--- src/rtl/dmem_arbiter.sv ---
// Round-robin arbiter sharing one data-memory port among NUM_REQ requesters.
// One transaction in flight at a time; a watchdog aborts a stalled memory access.
module dmem_arbiter #(
  parameter int NUM_REQ = 2,
  parameter int TIMEOUT = 64
) (
  input  logic                     clk_i,
  input  logic                     reset_ni,
  input  logic [NUM_REQ-1:0]       req_valid_i,
  input  logic [NUM_REQ-1:0]       req_write_i,
  input  logic [NUM_REQ-1:0][31:0] req_addr_i,
  input  logic [NUM_REQ-1:0][31:0] req_wdata_i,
  output logic [NUM_REQ-1:0]       req_ready_o,
  output logic [NUM_REQ-1:0]       resp_valid_o,
  output logic [31:0]              resp_rdata_o,
  output logic                     resp_err_o,
  output logic                     dmem_read_o,
  output logic                     dmem_write_o,
  output logic [31:0]              dmem_addr_o,
  output logic [31:0]              dmem_data_o,
  input  logic [31:0]              dmem_rd_data_i,
  input  logic                     dmem_done_i,
  output logic                     busy_o,
  output logic                     err_o
);

  localparam int IDW = (NUM_REQ > 1) ? $clog2(NUM_REQ) : 1;
  localparam int CW  = $clog2(TIMEOUT);

  typedef enum logic [1:0] {IDLE, ISSUE, WAIT} state_e;

  state_e             state_q, state_d;
  logic [IDW-1:0]     rr_q, rr_d;
  logic [IDW-1:0]     id_q, id_d;
  logic               wr_q, wr_d;
  logic [31:0]        addr_q, addr_d;
  logic [31:0]        data_q, data_d;
  logic [CW-1:0]      cnt_q, cnt_d;
  logic               rd_p_q, rd_p_d;
  logic               wr_p_q, wr_p_d;
  logic [NUM_REQ-1:0] rv_q, rv_d;
  logic               re_q, re_d;
  logic [31:0]        rdata_q, rdata_d;
  logic               err_q, err_d;

  logic [NUM_REQ-1:0] ready;
  logic [IDW-1:0]     win;
  logic               found;
  int                 j;

  // First valid requester at or after rr_q, wrapping around.
  always_comb begin
    win   = '0;
    found = 1'b0;
    j     = 0;
    for (int i = 0; i < NUM_REQ; i++) begin
      j = int'(rr_q) + i;
      if (j >= NUM_REQ) j = j - NUM_REQ;
      if (!found && req_valid_i[j]) begin
        found = 1'b1;
        win   = IDW'(j);
      end
    end
  end

  always_comb begin
    state_d = state_q;
    rr_d    = rr_q;
    id_d    = id_q;
    wr_d    = wr_q;
    addr_d  = addr_q;
    data_d  = data_q;
    cnt_d   = cnt_q;
    rdata_d = rdata_q;
    err_d   = err_q;
    rd_p_d  = 1'b0;
    wr_p_d  = 1'b0;
    rv_d    = '0;
    re_d    = 1'b0;
    ready   = '0;
    unique case (state_q)
      IDLE: begin
        if (found) begin
          ready[win] = 1'b1;
          id_d    = win;
          wr_d    = req_write_i[win];
          addr_d  = req_addr_i[win];
          data_d  = req_wdata_i[win];
          rr_d    = (int'(win) == NUM_REQ - 1) ? '0 : win + 1'b1;
          rd_p_d  = !req_write_i[win];
          wr_p_d  = req_write_i[win];
          state_d = ISSUE;
        end
      end
      ISSUE: begin
        cnt_d   = '0;
        state_d = WAIT;
      end
      WAIT: begin
        if (dmem_done_i) begin
          rv_d[id_q] = 1'b1;
          if (!wr_q) rdata_d = dmem_rd_data_i;
          state_d = IDLE;
        end else if (cnt_q == CW'(TIMEOUT - 1)) begin
          rv_d[id_q] = 1'b1;
          re_d    = 1'b1;
          rdata_d = '0;
          err_d   = 1'b1;
          state_d = IDLE;
        end else begin
          cnt_d = cnt_q + 1'b1;
        end
      end
      default: state_d = IDLE;
    endcase
  end

  always_ff @(posedge clk_i or negedge reset_ni) begin
    if (!reset_ni) begin
      state_q <= IDLE;
      rr_q    <= '0;
      id_q    <= '0;
      wr_q    <= 1'b0;
      addr_q  <= '0;
      data_q  <= '0;
      cnt_q   <= '0;
      rd_p_q  <= 1'b0;
      wr_p_q  <= 1'b0;
      rv_q    <= '0;
      re_q    <= 1'b0;
      rdata_q <= '0;
      err_q   <= 1'b0;
    end else begin
      state_q <= state_d;
      rr_q    <= rr_d;
      id_q    <= id_d;
      wr_q    <= wr_d;
      addr_q  <= addr_d;
      data_q  <= data_d;
      cnt_q   <= cnt_d;
      rd_p_q  <= rd_p_d;
      wr_p_q  <= wr_p_d;
      rv_q    <= rv_d;
      re_q    <= re_d;
      rdata_q <= rdata_d;
      err_q   <= err_d;
    end
  end

  assign req_ready_o  = ready;
  assign resp_valid_o = rv_q;
  assign resp_err_o   = re_q;
  assign resp_rdata_o = rdata_q;
  assign dmem_read_o  = rd_p_q;
  assign dmem_write_o = wr_p_q;
  assign dmem_addr_o  = addr_q;
  assign dmem_data_o  = data_q;
  assign busy_o       = (state_q != IDLE);
  assign err_o        = err_q;

endmodule

--- config.mk ---
export PLATFORM = sky130hd
export DESIGN_NAME = dmem_arbiter
export DESIGN_NICKNAME = d
export VERILOG_FILES = /design/src/rtl/dmem_arbiter.sv
export SDC_FILE = /design/constraint.sdc
export NUM_CORES = 1
export LEC_CHECK = 0
export ABC_CLOCK_PERIOD_IN_PS = 2500
export BUFFER_PORTS_ARGS = -buffer_cell sky130_fd_sc_hd__buf_2
export CORE_MARGIN = 4
export CORE_UTILIZATION = 48
export CTS_CLUSTER_DIAMETER = 80
export DETAILED_ROUTE_END_ITERATION = 8
export PLACE_DENSITY_LB_ADDON = 0.12
export SYNTH_ARGS = -nofsm -noshare
export SYNTH_HDL_FRONTEND = slang
export SYNTH_SLANG_ARGS = --single-unit
--- constraint.sdc ---
create_clock -name clk_i -period 2.5 [get_ports clk_i]
set_input_delay 0.125 -clock clk_i [delete_from_list [all_inputs] [get_ports clk_i]]
set_output_delay 0.125 -clock clk_i [all_outputs]
set_load 0.02 [all_outputs]
==> impl_metrics.csv <==
group,metric,value,unit
clocking,post-cts-setup-buffers,0,
power_and_ir_drop,leakagePower,4.161,nW
layout,syn_to_final_growth,71.38,%
sta,fin_crit_sh,96.55,%
synth,yosys.cell_count.top_type,"dfrtp_1",
sta,worstMarginPinSlew,0.7006,ns
global_routing,grtUsageTotal,31.26,%
layout,nets,1003,
sta,setup_viol,0,
routing,drtIter0Drc,458,
sta,fmax,414.3,MHz
worst_setup_path,crit_path_end_kind,"flip-flop",
sta,drv_slew,0,
worst_setup_path,path_max_fanout,49,
power_and_ir_drop,p_switching,4.222,mW
power_and_ir_drop,peakVddDrop,0.7162,mV
power_and_ir_drop,p_clk_share,21.7,%
sta,fin_ws,0.08621,ns
global_routing,grt_start_max_net_pins,67,
placement,hpwl,10910,microns
synth,synth_area_leader_cell,"dfrtp_1",
power_and_ir_drop,pwr-share-comb,49.4,%
clocking,clk_latency,0.50,ns
clocking,cts.sinks,113,
synth,synth_warnings,0,
floorplanning,die_area,12160,sq um
layout,drive_above_1_share,37.62,%
clocking,cts_tree,"yes",
routing,vias,5518,
status,outcome,"finished, final reports clean",
synth,seq_area_frac_synth,56.30,%
flow_run,drv_cap,0,
clocking,clkTransAtPathRegs,0.05,ns
global_routing,grt_pass1_wl,29010,microns
placement,gp_congestion,0.7861,
layout,nFillCells,567,
power_and_ir_drop,powerDensity,1293,nW/um^2
sta,finClkSkew,0.005915,ns
power_and_ir_drop,p_int,6.908,mW
routing,ant_nets,0,
placement,pre_cts_ws,0.5589,ns
synth,synth_edf_count,0,
synth,synth_top_area_share,56.30,%
power_and_ir_drop,p_sw_share,37.93,%
power_and_ir_drop,p_seq_share,28.9,%
global_routing,antenna_found_initial,1,
synth,ys_types,42,
floorplanning,die_width,110.3,microns
synth,synth_ff_type,"dfrtp_1",
worst_setup_path,cp.arrival,2.84,ns
synth,synth_area_leaders,"dfrtp_1 56%, a221o_1 13%, and2_1 4.5%",
placement,place_area,6454,sq um
hold_path,min_path_type,"input port to flip-flop",
hold_path,hold_path_depth,3,
clocking,h-tree-depth,4,
layout,fin_util,83.75,%
synth,async_reset_ff_share,100.0,%
hold_path,hp-start,"req_valid_i[1]",
worst_setup_path,cp-start-kind,"flip-flop",
worst_setup_path,path_class,"flip-flop to flip-flop",
routing,wl,19390,microns
global_routing,grt_overflow_total,0,
synth,synthCells,419,
clocking,cts_made_buffers,17,
sta,period_needed,2.414,ns
clocking,cts-root-buf,"clkbuf_8",
synth,avgSynthCellArea,11.99,sq um
routing,drt-pass1-iter-count,5,
floorplanning,core,10280,sq um
floorplanning,die_height,110.3,microns
floorplanning,num_rows,37,
clocking,clk_path_buf_depth,2,
sta,timing.setup.tns,0,ns
placement,place.port_buffers,271,
worst_setup_path,r2r-start,"state_q[1]$_DFFE_PN0P_",
synth,yosys-top-cells-count,"113 x dfrtp_1, 64 x a221o_1, 36 x and2_1",
routing,drc,0,
floorplanning,io_pins,272,
global_routing,grt_pass1_vias,5707,
routing,wire_per_inst,19.68,microns
layout,ff_latch_area,2828,sq um
sta,rsz0062_at_grt,"no",
layout,post-route-cell-area,8607,sq um
synth,syn_area,5022,sq um
floorplanning,start_util,48.87,%
worst_setup_path,rr_worst_depth,6,
sta,relSlewSlack,53.30,%
layout,multi_input_area,1977,sq um
worst_setup_path,crit_start,"state_q[1]$_DFFE_PN0P_",
synth,synth_nets,587,
synth,ys_ff_latch,113,
routing,vias_per_cell,5.602,
worst_setup_path,required,2.93,ns
sta,final_hold_viol_count,0,
what timing repair did:
item / in CTS / in global routing
hold buffers: 155 / 0
resized for setup: 0 / 1
endpoints found under the hold margin: 144 / 0
endpoints found under the setup margin: 0 / 4
flip-flops by register name, indices dropped and copies added (netlist names):
signal / count
dmem_addr_o: 32
dmem_data_o: 32
resp_rdata_o: 32
cnt_q: 6
resp_valid_o: 2
state_q: 2
dmem_read_o: 1
dmem_write_o: 1
err_o: 1
id_q: 1
resp_err_o: 1
rr_q: 1
wr_q: 1
per-stage QoR:
stage / hold slack, ns / power [mW] / std cells
finish: 0.01917 / 11.13 / 985
global route: 0.01760 / 11.69 / 985
CTS: 0.0009182 / 10.91 / 984
detailed placement: 0.2114 / 7.423 / 797
global placement: 0.2061 / 7.324 / 797
floorplan: -0.1706 / 6.040 / 419
power groups by stage:
stage	logic (mW)	registers (mW)	clock network, mW
2_1_floorplan	2.11	3.93	0
3_3_place_gp	4.17	3.15	0
3_5_place_dp	4.28	3.14	0
5_1_grt	5.85	3.30	2.53
4_1_cts	5.29	3.17	2.45
6_report	5.49	3.22	2.42
worst max-delay path: stages, from the launching register on:
cell           delay, ns
dfrtp_1             0.52
nor2_8              0.21
inv_2               0.10
nor2_4              0.38
buf_12              0.31
a221o_1             0.22
dlygate4sd3_1       0.59
metal layers:
layer  wire length (microns)  vias up  global-route usage [%]  share of wire (%)
li1                        -     2439                       -                  -
met1                    7260     2670                   36.21                 37
met2                    9772      325                   53.38                 50
met3                    1422       84                   7.513                7.3
met4                     930        0                   17.06                4.8
met5                       0        -                       0                  0
final timing paths:
path / endpoint / slack (ns)
worst max-delay path: dmem_data_o[23]$_DFFE_PN0P_ / 0.09
worst min-delay path: id_q$_DFFE_PN0P_ / 0.02
worst max register to register: dmem_data_o[23]$_DFFE_PN0P_ / 0.09
worst min register to register: resp_valid_o[0]$_DFF_PN0_ / 0.42
max in group asynchronous: dmem_addr_o[9]$_DFFE_PN0P_ / 1.51
min in group asynchronous: err_o$_DFFE_PN0P_ / 0.23
layout by cell type (no fill, tap or decap), drive strengths merged, types with 2 or more instances in the layout:
cell	instances
a211oi	3
a21oi	5
a221o	64
a22o	8
a22oi	25
and2	65
buf	279
bufinv	3
clkbuf	22
clkinv	5
clkinvlp	3
dfrtp	113
dlygate4sd3	155
inv	5
nand2	23
nand2b	2
nand3	2
nor2	10
nor3	3
nor3b	2
o211ai	2
o21ai	11
o22ai	2
o2bb2ai	24
cell type report:
cell class	count	area share [%]
Timing Repair Buffer	434	34.99
Antenna cell	1	0.02907
Sequential cell	113	32.85
Multi-Input combinational cell	263	22.97
Tap cell	136	1.977
Clock buffer	22	5.379
Inverter	6	0.2617
Clock inverter	10	1.541
cells by family after synthesis:
group | Yosys count | synth area share, %
compound gates | 149 | 25.71
fa+ha+maj | 1 | 0.2491
buf+inv | 43 | 4.783
flops | 113 | 56.30
mux | 1 | 0.1993
simple gates | 112 | 12.76
Power figures use the tool's default switching activity.
